==> config.mk <==
export PLATFORM = sky130hd
export DESIGN_NAME = mem_stage
export DESIGN_NICKNAME = d
export VERILOG_FILES = /design/src/rtl/mem_stage.sv
export SDC_FILE = /design/constraint.sdc
export NUM_CORES = 1
export LEC_CHECK = 0
export BUFFER_PORTS_ARGS = -buffer_cell sky130_fd_sc_hd__buf_4
export CORE_MARGIN = 1.5
export CORE_UTILIZATION = 45
export CTS_CLUSTER_DIAMETER = 50
export CTS_CLUSTER_SIZE = 20
export DETAILED_ROUTE_END_ITERATION = 7
export GPL_TIMING_DRIVEN = 0
export PLACE_DENSITY = 0.77
export SKIP_LAST_GASP = 1
export SLEW_MARGIN = 20
export SYNTH_ARGS = -nofsm -noshare
export SYNTH_HDL_FRONTEND = slang
export SYNTH_SLANG_ARGS = --single-unit
==> constraint.sdc <==
create_clock -name clk -period 1.75 [get_ports clk]
set_input_delay 0 -clock clk [delete_from_list [all_inputs] [get_ports clk]]
set_output_delay 0 -clock clk [all_outputs]
set_load 0.005 [all_outputs]
==> src/rtl/mem_stage.sv <==
// mem_stage: pipeline MEM stage. Holds one instruction from EX, formats load
//   data returned by the data SRAM and forwards the result to WB and to ID bypass.
// Latency: one cycle (instruction is presented to WB the cycle after it enters).
// Backpressure: mem_allow_in drops while WB stalls a valid held instruction;
//   load data is latched on entry, so a stall of any length keeps the result stable.
// Ports:
//   clk, reset            - clock, synchronous active-high reset
//   exe_to_mem_valid/_bus - instruction from EX {res_from_mem, load_op, gr_we, dest, alu_result, pc}
//   mem_allow_in          - MEM accepts a new instruction this cycle
//   data_sram_rdata       - load data, valid on the first cycle an instruction sits in MEM
//   wb_allow_in           - WB accepts an instruction this cycle
//   mem_to_wb_valid/_bus  - instruction to WB {gr_we, dest, final_result, pc}
//   mem_fwd_*             - bypass / load-use information for ID
module mem_stage (
  input  logic        clk,
  input  logic        reset,
  input  logic        exe_to_mem_valid,
  input  logic [73:0] exe_to_mem_bus,
  output logic        mem_allow_in,
  input  logic [31:0] data_sram_rdata,
  input  logic        wb_allow_in,
  output logic        mem_to_wb_valid,
  output logic [69:0] mem_to_wb_bus,
  output logic        mem_fwd_we,
  output logic [4:0]  mem_fwd_dest,
  output logic [31:0] mem_fwd_data,
  output logic        mem_fwd_is_load
);

  logic        mem_valid_q,  mem_valid_d;
  logic [73:0] payload_q,    payload_d;
  logic [31:0] rdata_hold_q, rdata_hold_d;
  logic        hold_valid_q, hold_valid_d;

  logic        mem_ready_go;
  logic        load_new;

  // payload fields
  logic        res_from_mem;
  logic [2:0]  load_op;
  logic        gr_we;
  logic [4:0]  dest;
  logic [31:0] alu_result;
  logic [31:0] pc;

  logic [31:0] eff_rdata;
  logic [7:0]  byte_sel;
  logic [15:0] half_sel;
  logic [31:0] load_result;
  logic [31:0] final_result;

  assign mem_ready_go = 1'b1;
  assign mem_allow_in = !mem_valid_q || (mem_ready_go && wb_allow_in);
  assign load_new     = mem_allow_in && exe_to_mem_valid;

  assign {res_from_mem, load_op, gr_we, dest, alu_result, pc} = payload_q;

  // Next-state logic
  always_comb begin
    mem_valid_d  = mem_valid_q;
    payload_d    = payload_q;
    rdata_hold_d = rdata_hold_q;
    hold_valid_d = hold_valid_q;

    if (mem_allow_in) begin
      mem_valid_d = exe_to_mem_valid;
    end
    if (load_new) begin
      payload_d = exe_to_mem_bus;
    end

    // SRAM data is only guaranteed on the first occupied cycle; latch it then.
    if (mem_valid_q && !hold_valid_q) begin
      rdata_hold_d = data_sram_rdata;
      hold_valid_d = 1'b1;
    end
    // A fresh instruction needs its own first-cycle data; an empty stage holds nothing.
    if (load_new || !mem_valid_d) begin
      hold_valid_d = 1'b0;
    end

    if (reset) begin
      mem_valid_d  = 1'b0;
      payload_d    = '0;
      rdata_hold_d = '0;
      hold_valid_d = 1'b0;
    end
  end

  always_ff @(posedge clk) begin
    mem_valid_q  <= mem_valid_d;
    payload_q    <= payload_d;
    rdata_hold_q <= rdata_hold_d;
    hold_valid_q <= hold_valid_d;
  end

  // Load data formatting
  assign eff_rdata = hold_valid_q ? rdata_hold_q : data_sram_rdata;

  always_comb begin
    byte_sel = eff_rdata[7:0];
    case (alu_result[1:0])
      2'b00:   byte_sel = eff_rdata[7:0];
      2'b01:   byte_sel = eff_rdata[15:8];
      2'b10:   byte_sel = eff_rdata[23:16];
      default: byte_sel = eff_rdata[31:24];
    endcase
  end

  // alu_result[0] is deliberately ignored for halfwords; misalignment is not trapped here.
  assign half_sel = alu_result[1] ? eff_rdata[31:16] : eff_rdata[15:0];

  always_comb begin
    load_result = eff_rdata;
    case (load_op)
      3'b001:  load_result = {{24{byte_sel[7]}}, byte_sel};
      3'b010:  load_result = {{16{half_sel[15]}}, half_sel};
      3'b011:  load_result = {24'b0, byte_sel};
      3'b100:  load_result = {16'b0, half_sel};
      default: load_result = eff_rdata;
    endcase
  end

  assign final_result = res_from_mem ? load_result : alu_result;

  // Outputs
  assign mem_to_wb_valid = mem_valid_q && mem_ready_go;
  assign mem_to_wb_bus   = {gr_we, dest, final_result, pc};

  assign mem_fwd_we      = mem_valid_q && gr_we;
  assign mem_fwd_dest    = dest;
  assign mem_fwd_data    = final_result;
  assign mem_fwd_is_load = mem_valid_q && res_from_mem;

endmodule

==> results of run 1 <==
-- routing by layer --
| metal | track usage (%) | share of wire (%) | vias up |
|---|---|---|---|
| li1 | - | - | 3337 |
| met1 | 39.1 | 36 | 3485 |
| met2 | 58.4 | 48 | 520 |
| met3 | 8.33 | 10 | 148 |
| met4 | 17.5 | 6.2 | 0 |
| met5 | 0 | 0 | - |
-- synthesized netlist by cell type, types with 11 or more instances --
cell type / n
clkbuf_1: 44
dfxtp_1: 108
o21ai_0: 20
mux2i_1: 26
mux2_2: 12
nand2_1: 231
a31oi_1: 11
nor2_1: 19
buf_4: 76
a21oi_1: 108
o32a_1: 17
-- sequential cells by signal, indices dropped and copies added (netlist names), named ones only --
name and cells:
rdata_hold_q 32, payload_q 74, hold_valid_q 1
-- kinds of logic after synthesis --
logic type,share of synthesized area (%)
simple gates,20.1
compound gates,20.8
buf+inv,14.3
flops,36.7
mux,7.96
xor+xnor,0.149
-- path summary, 6_finish.rpt --
check	startpoint	slack, ns	to
worst min register to register	payload_q[31]	0.46	payload_q[31]
worst max-delay path	hold_valid_q	-0.63	mem_to_wb_bus[60]
worst min-delay path	wb_allow_in	0.03	hold_valid_q
worst max register to register	hold_valid_q	-0.06	rdata_hold_q[18]
-- cell type report --
type	count	area, sq um	area share, %
clock buffers	10	229	2.22
well taps	172	215	2.09
clock inverters	6	87.6	0.851
plain buffers	132	978	9.50
repair buffers	357	3130	30.4
multi-input cells	529	3460	33.6
inverters	7	26.3	0.255
flip-flops and latches	108	2170	21.1
-- power by group --
| part | internal [mW] | leakage, nW | switching, mW |
|---|---|---|---|
| sequential | 2.60 | 0.890 | 0.114 |
| clock | 1.26 | 0.157 | 0.982 |
| combinational | 1.23 | 3.35 | 1.01 |
-- tightest hold or removal path: stages --
cell and delay, ns:
buf_4 0.07, nand2b_1 0.21, nor2_1 0.06
-- what timing repair did --
| item | 4_1_cts | 5_1_grt |
|---|---|---|
| endpoints found under the setup margin | 155 | 155 |
| gates cloned | 1 | 1 |
| pin swaps | 29 | 20 |
| endpoints found under the hold margin | 107 | 0 |
| hold buffers | 107 | 0 |
| buffers inserted | 19 | 10 |
| resized for setup | 138 | 87 |
==> results.yml, run 1 <==
worst_setup_path:
  required_ns: 1.75
  path_common_cell: "buf_4"
  path_delay_family: "compound AO/OA/AOI/OAI gates"
  cp_data_arrival_time_ns: 2.38
  critPathKind: "reg2out"
  slowest_delay_ns: 0.46
  end_kind: "output pin"
  start_kind: "register"
  crit_chain: "mux2i_4, o22ai_4, o21a_4, buf_8, o32a_1, buf_4, buf_4"
  critical_path_depth: 7
  cpMaxStageDelayCell: "dfxtp_4"
  worst-path-max-fanout: 10
  worstRegToRegCells: 7
  worst-path-buf-inv: 3
finish:
  final_nets: 1254
  fillCellCount: 754
  final_common_cell: "buf_4"
  final_cell_area_sq_um: 10300
  final_util_pct: 80.9
  diodes: 0
  drive_gt1_share_pct: 40.1
  fin_cells: 1321
  final_cell_mix: "291 x buf_4, 230 x nand2_1, 108 x a21oi_1"
  area_delta_synth_final_pct: 74.7
global_routing:
  grt_max_degree: 18
  grt_pass1_wl_microns: 37200
  grt_usage_pct: 33.9
  antenna_found_initial: 0
  grt_pass1_vias: 7190
  grt-ovfl-total: 0
route:
  routedWlPerCell_microns: 19.2
  via_per_inst: 5.67
  routed_wl_microns: 25400
  drc: 0
  first_pass_iters: 6
  postRouteAntennaNets: 0
  drt-initial-drc-count: 704
  num_vias: 7490
place:
  dp.cells: 1170
  portBuffers: 219
  routabilityCongestion: 0.948
  dp_hpwl_microns: 14800
  placed_cell_area_sq_um: 7750
  dp_slack_ns: -0.639
yosys:
  ys_ff_latch: 108
  synthArstFlopShare_pct: 0
  syn-num-nets: 889
  synth_ff_type: "dfxtp_1"
  ys_warn_count: 0
  synth_edf_count: 0
  synth_cell_types: 51
  synth_top_area_share_pct: 36.7
  ys_seq_area_share_pct: 36.7
  synth_top_cell_by_area: "dfxtp_1"
  syn_avg_cell_area_sq_um: 7.57
  syn_area_sq_um: 5890
  netlist_instances: 779
  synth_area_leaders: "dfxtp_1 37%, nand2_1 15%, buf_4 9.7%"
outcome:
  status: "finished with violations"
  violations: "setup timing"
clock_network:
  clk_pin_slew_ns: 0.07
  clk_latency_ns: 0.36
  clockRootBuffer: "clkbuf_16"
  cts_sinks: 108
  cts_buffers: 9
  cts_tree: "built"
  clock_path_buffers: 2
  h-tree-depth: 3
worst_hold_path:
  hold_class: "in2reg"
  min_path_cells: 3
sta:
  skew_ns: 0.00694
  max_freq_mhz: 419
  timing.setup.tns_ns: -32.37
  fin_hold_ws_ns: 0.0275
  min_period_ns: 2.38
  period_share_pct: 136
  hold_viol: 0
  slew_viol_final: 0
  max_slew_margin_pct: 61.0
  rsz0062_at_grt: "yes"
  tightest_slew_ns: 0.585
  postLayoutSetupSlackWorst_ns: -0.634
  finalSetupViolations: 65
floorplanning:
  fp.dieH_microns: 117
  initial_core_util_pct: 46.3
  die_w_microns: 117
  ioPinCount: 221
  fp.dieArea_sq_um: 13800
  core_sq_um: 12700
  rows: 41
power_and_ir_drop:
  power_density_nw_per_um2: 699
  ir_drop_mv: 0.509
  power.total_mw: 7.19
  power.leakage_nw: 4.40
run:
  maxCapViolCount: 0
No activity file was read; power rests on OpenSTA's default activity.
==> run 2, diff against run 1 <==
--- a/config.mk
+++ b/config.mk
@@ -6,7 +6,7 @@
 export NUM_CORES = 1
 export LEC_CHECK = 0
 export BUFFER_PORTS_ARGS = -buffer_cell sky130_fd_sc_hd__buf_4
-export CORE_MARGIN = 1.5
+export CORE_MARGIN = 10
 export CORE_UTILIZATION = 45
 export CTS_CLUSTER_DIAMETER = 50
 export CTS_CLUSTER_SIZE = 20
==> results.yml, run 2 (synthesis results as in run 1) <==
outcome:
  status: "finished with violations"
  violations: "setup timing"
sta:
  postLayoutSetupSlackWorst_ns: -0.678
  min_period_ns: 2.43
  timing.setup.tns_ns: -34.94
  max_slew_margin_pct: 59.4
  fin_hold_ws_ns: 0.366
  hold_viol: 0
  rsz0062_at_grt: "yes"
  max_freq_mhz: 412
  period_share_pct: 139
  slew_viol_final: 0
  skew_ns: 0.00684
  tightest_slew_ns: 0.608
  finalSetupViolations: 64
floorplanning:
  rows: 41
  fp.dieH_microns: 134
  initial_core_util_pct: 46.3
  core_sq_um: 12700
  ioPinCount: 221
  die_w_microns: 134
  fp.dieArea_sq_um: 18100
finish:
  final_nets: 1260
  final_common_cell: "buf_4"
  final_cell_mix: "287 x buf_4, 229 x nand2_1, 108 x a21oi_1, 108 x dlygate4sd3_1, 105 x dfxtp_1"
  area_delta_synth_final_pct: 75.3
  largest_register: "payload_q"
  drive_gt1_share_pct: 40.7
  reg_top3: "payload_q: 74 flops, rdata_hold_q: 32 flops, hold_valid_q: 1 flops"
  largest_register_ffs: 74
  fillCellCount: 749
worst_setup_path:
  worst-path-buf-inv: 3
  path_delay_family: "compound AO/OA/AOI/OAI gates"
  crit_chain: "mux2_4, o21a_1, o21a_4, buf_4, o32a_1, buf_4, buf_4"
  worst-path-max-fanout: 6
  regToRegSetupSlack_ns: 0.03
  worstRegToRegCells: 7
  path_common_cell: "buf_4"
  rr_endpoint: "rdata_hold_q[7]"
  r2r_start: "hold_valid_q"
  start_kind: "register"
  cp_data_arrival_time_ns: 2.43
  required_ns: 1.75
  slowest_delay_ns: 0.46
  critPathKind: "reg2out"
  end_kind: "output pin"
  cpMaxStageDelayCell: "dfxtp_4"
clock_network:
  h-tree-depth: 3
  cts_tree: "built"
  cts_buffers: 9
  clk_pin_slew_ns: 0.07
  clock_path_buffers: 2
  clockRootBuffer: "clkbuf_16"
  clk_latency_ns: 0.37
  cts_sinks: 108
power_and_ir_drop:
  p_sw_mw: 2.13
  pwr-share-comb_pct: 32.0
  ir_drop_mv: 0.713
  clkPwrFrac_pct: 29.8
  netSwitchingFraction_pct: 30.0
  power.leakage_nw: 4.40
  power.total_mw: 7.09
  power_density_nw_per_um2: 686
  seqPwrFrac_pct: 38.2
  power.internal_mw: 4.96
global_routing:
  antenna_found_initial: 1
  grt_usage_pct: 26.7
  grt_max_degree: 19
  grt-ovfl-total: 0
  grt_pass1_wl_microns: 38900
  grt_pass1_vias: 7238
place:
  dp_hpwl_microns: 16800
  portBuffers: 219
  dp_slack_ns: -0.689
  routabilityCongestion: 0.942
route:
  num_vias: 7282
  routed_wl_microns: 26300
  drt-initial-drc-count: 716
  drc: 0
  postRouteAntennaNets: 0
  via_per_inst: 5.48
  first_pass_iters: 5
  routedWlPerCell_microns: 19.8
worst_hold_path:
  min_path_cells: 3
  hold_end: "payload_q[55]"
  hold_class: "in2reg"
  hp-start: "reset"
run:
  maxCapViolCount: 0
[run 2: power by group through the flow]
stage	clock network [mW]	logic [mW]	registers, mW
CTS	2.12	2.08	2.69
global placement	0	1.60	2.73
floorplan	0	0.850	2.71
finish	2.11	2.27	2.70
global route	2.22	2.41	2.72
detailed placement	0	1.61	2.74
[run 2: cell type report]
cell class              count  area [sq um]  share of cell area (%)
clock buffers               9           225                    2.18
diodes                      1          2.50                  0.0242
plain buffers             133           963                    9.32
flip-flops and latches    108          2170                    21.0
repair buffers            362          3170                    30.7
clock inverters             7          76.3                   0.739
well taps                 172           215                    2.08
multi-input cells         529          3480                    33.7
inverters                   7          26.3                   0.254
[run 2: timing repair]
action                     CTS  global route
setup buffers               22            11
hold buffers               108             0
setup endpoints to repair  155           144
hold endpoints to repair   108             0
pin swaps                   28            24
resized for setup          159            79
gates cloned                 1             1
[run 2: metal layers]
| metal | vias to the layer above | share of wire (%) | global-route usage, % |
|---|---|---|---|
| met5 | - | 0 | 0 |
| met4 | 0 | 3.8 | 9.85 |
| met3 | 86 | 9.4 | 8.20 |
| met2 | 431 | 50 | 46.2 |
| met1 | 3423 | 37 | 30.3 |
| li1 | 3342 | - | - |
[run 2: worst max-delay path by stage]
stage / end / cells past startpoint / startpoint / slack (ns)
global route: mem_to_wb_bus[55] / 8 / hold_valid_q / -0.69
CTS: mem_to_wb_bus[55] / 8 / hold_valid_q / -0.62
global placement: mem_to_wb_bus[47] / 7 / payload_q[33] / -0.70
finish: mem_to_wb_bus[49] / 7 / hold_valid_q / -0.68
detailed placement: mem_to_wb_bus[47] / 7 / payload_q[33] / -0.69
floorplan: mem_to_wb_bus[47] / 6 / payload_q[72] / 0.01
[run 2: worst min-delay path, cell delays in order]
cell      delay (ns)
clkbuf_1        0.23
clkbuf_1        0.30
a21oi_1         0.16
[run 2: metrics by stage]
step | utilization [%] | area [sq um] | std cells
4_1_cts | 78.6 | 10000 | 1317
2_1_floorplan | - | 5890 | 779
6_report | 81.2 | 10300 | 1328
5_1_grt | 81.2 | 10300 | 1328
3_5_place_dp | 60.9 | 7750 | 1170
3_3_place_gp | 60.9 | 7750 | 1170
==> run 3, diff against run 2 <==
--- a/config.mk
+++ b/config.mk
@@ -5,6 +5,7 @@
 export SDC_FILE = /design/constraint.sdc
 export NUM_CORES = 1
 export LEC_CHECK = 0
+export ABC_AREA = 1
 export BUFFER_PORTS_ARGS = -buffer_cell sky130_fd_sc_hd__buf_4
 export CORE_MARGIN = 10
 export CORE_UTILIZATION = 45
==> results.yml, run 3 <==
place:
  dp_slack_ns: -0.166
  dp.cells: 1322
  routabilityCongestion: 0.933
  portBuffers: 219
  dp_hpwl_microns: 16800
finish:
  reg_top3: "payload_q: 74 flops, rdata_hold_q: 32 flops, hold_valid_q: 1 flops"
  area_delta_synth_final_pct: 69.6
  final_nets: 1404
  drive_gt1_share_pct: 38.8
  final_util_pct: 77.5
  fillCellCount: 915
  seq_area_sq_um: 2170
  multi_input_area_sq_um: 3220
  largest_register: "payload_q"
  largest_register_ffs: 74
  fin_cells: 1475
  final_cell_mix: "297 x buf_4, 168 x nor2_1, 153 x nand2_1"
  final_common_cell: "buf_4"
power_and_ir_drop:
  power.leakage_nw: 4.97
  p_sw_mw: 2.39
  pwr-share-comb_pct: 36.2
  ir_drop_mv: 0.716
  power_density_nw_per_um2: 736
  netSwitchingFraction_pct: 31.8
  clkPwrFrac_pct: 27.0
  power.internal_mw: 5.11
  seqPwrFrac_pct: 36.7
yosys:
  synthArstFlopShare_pct: 0
  synth_top_cell_by_area: "dfxtp_1"
  synth.most_common_cell: "nand2_1"
  synthMuxAreaShare_pct: 0
  synth_cell_types: 28
  synth_area_leaders: "dfxtp_1 36%, nand2_1 12%, nor2_1 11%"
  synth_ff_type: "dfxtp_1"
  synth-adder-area-share_pct: 0
  syn_avg_cell_area_sq_um: 6.48
  synth_xor_area_share_pct: 0
  ys_warn_count: 0
  ys_ff_latch: 108
  syn-num-nets: 1037
  ys_top_cells_by_count: "196 x nand2_1, 180 x nor2_1, 111 x o21ai_0"
  netlist_instances: 927
  synth-compound-area-share_pct: 18.1
  synth_edf_count: 0
  synth_top_area_share_pct: 36.0
  synth_simple_gate_area_share_pct: 28.2
  synth_top_family_by_area: "simple AND/OR/NAND/NOR gates"
  ys_seq_area_share_pct: 36.0
  syn_area_sq_um: 6000
floorplanning:
  rows: 42
  ioPinCount: 221
  fp.dieH_microns: 136
  initial_core_util_pct: 45.7
  fp.dieArea_sq_um: 18400
  die_w_microns: 136
  core_sq_um: 13100
global_routing:
  use_met2_pct: 47.2
  grt-ovfl-total: 0
  grt.busiest_layer: "met2"
  grt_pass1_wl_microns: 39200
  grt_usage_pct: 26.7
  grtUsageMet3_pct: 8.72
  grt_pass1_vias: 7576
  antenna_found_initial: 1
  grt_util_met1_pct: 29.4
  grt_max_degree: 18
run:
  maxCapViolCount: 0
worst_setup_path:
  end_kind: "output pin"
  cp_data_arrival_time_ns: 2.14
  required_ns: 1.75
  regToRegSetupSlack_ns: 0.10
  critPathKind: "reg2out"
  start_kind: "register"
  worstRegToRegCells: 7
  worst-path-max-fanout: 7
sta:
  min_period_ns: 2.14
  timing.setup.tns_ns: -13.12
  max_freq_mhz: 467
  rsz0062_at_grt: "yes"
  max_slew_margin_pct: 63.8
  tightest_slew_ns: 0.544
  fin_hold_ws_ns: 0.0831
  skew_ns: 0.00901
  postLayoutSetupSlackWorst_ns: -0.392
  finalSetupViolations: 64
  slew_viol_final: 0
  period_share_pct: 122
  hold_viol: 0
route:
  drt-initial-drc-count: 538
  via_per_inst: 5.15
  first_pass_iters: 5
  postRouteAntennaNets: 0
  routed_wl_microns: 25900
  drc: 0
  routedWlPerCell_microns: 17.6
  num_vias: 7593
worst_hold_path:
  min_path_cells: 2
  hold_class: "in2reg"
outcome:
  status: "finished with violations"
  violations: "setup timing"
clock_network:
  clock_path_buffers: 2
  clockRootBuffer: "clkbuf_16"
  clk_latency_ns: 0.36
  h-tree-depth: 3
  clk_pin_slew_ns: 0.07
  cts_buffers: 9
  cts_tree: "built"
  cts_sinks: 108
-- run 3: cell count changes after synthesis, sizes merged, moves of 25 or more --
cell   before  now
mux2i      27    0
a21oi     108   50
nor2       19  181
nand3       3   28
nand2     231  204
inv         7   66
o21ai      21  130
-- run 3: critical path: stages, from the launching register on --
cell and delay [ns]:
dfxtp_4 0.39, inv_4 0.05, buf_12 0.15, buf_12 0.15, buf_8 0.14, a21oi_4 0.18
nand2_1 0.09, nand4_1 0.12, nand2_2 0.08, nor2_4 0.14, nor2_4 0.06, buf_6 0.12
buf_6 0.10
-- run 3: routing by layer --
| layer | part of all wire, % | vias up |
|---|---|---|
| li1 | - | 3594 |
| met1 | 36 | 3530 |
| met2 | 50 | 393 |
| met3 | 9.4 | 76 |
| met4 | 4.0 | 0 |
| met5 | 0 | - |
-- run 3: worst paths after layout --
path / start / endpoint
worst min register to register: rdata_hold_q[6] / rdata_hold_q[6]
worst max-delay path: hold_valid_q / mem_to_wb_bus[37]
worst min-delay path: reset / rdata_hold_q[9]
worst max register to register: hold_valid_q / rdata_hold_q[18]
-- run 3: power by group through the flow --
stage	logic, mW	clock network, mW	registers [mW]
3_3_place_gp	2.04	0	2.79
3_5_place_dp	2.06	0	2.79
6_report	2.72	2.03	2.75
2_1_floorplan	1.13	0	2.77
5_1_grt	2.93	2.12	2.77
4_1_cts	2.47	2.03	2.74
-- run 3: cell families (layout without fill, tap and decap cells) --
| group | count (synthesis) | count (layout) |
|---|---|---|
| simple gates | 422 | 423 |
| flops | 108 | 108 |
| compound gates | 199 | 199 |
| buf+inv | 198 | 568 |
| other cells | 0 | 1 |
-- run 3: per-stage QoR --
stage / power, mW / area, sq um
after CTS: 7.25 / 9820
after detailed placement: 4.85 / 7870
after global routing: 7.83 / 10200
after global placement: 4.82 / 7870
final: 7.49 / 10200
after floorplan: 3.90 / 6000
-- run 3: layout make-up --
| type | instances | area share (%) |
|---|---|---|
| buffer | 130 | 9.31 |
| timing repair buffer | 355 | 30.1 |
| inverter | 68 | 2.59 |
| antenna | 1 | 0.0246 |
| multi-input combinational | 622 | 31.6 |
| clock buffer | 11 | 2.48 |
| sequential | 108 | 21.3 |
| tap | 176 | 2.16 |
| clock inverter | 4 | 0.332 |
-- run 3: what timing repair did --
item / CTS / global route
cloned: 2 / 2
pin swaps: 35 / 43
endpoints found under the hold margin: 107 / 0
gates resized for setup: 144 / 88
buffers inserted: 15 / 11
hold buffers: 107 / 0
endpoints found under the setup margin: 66 / 112
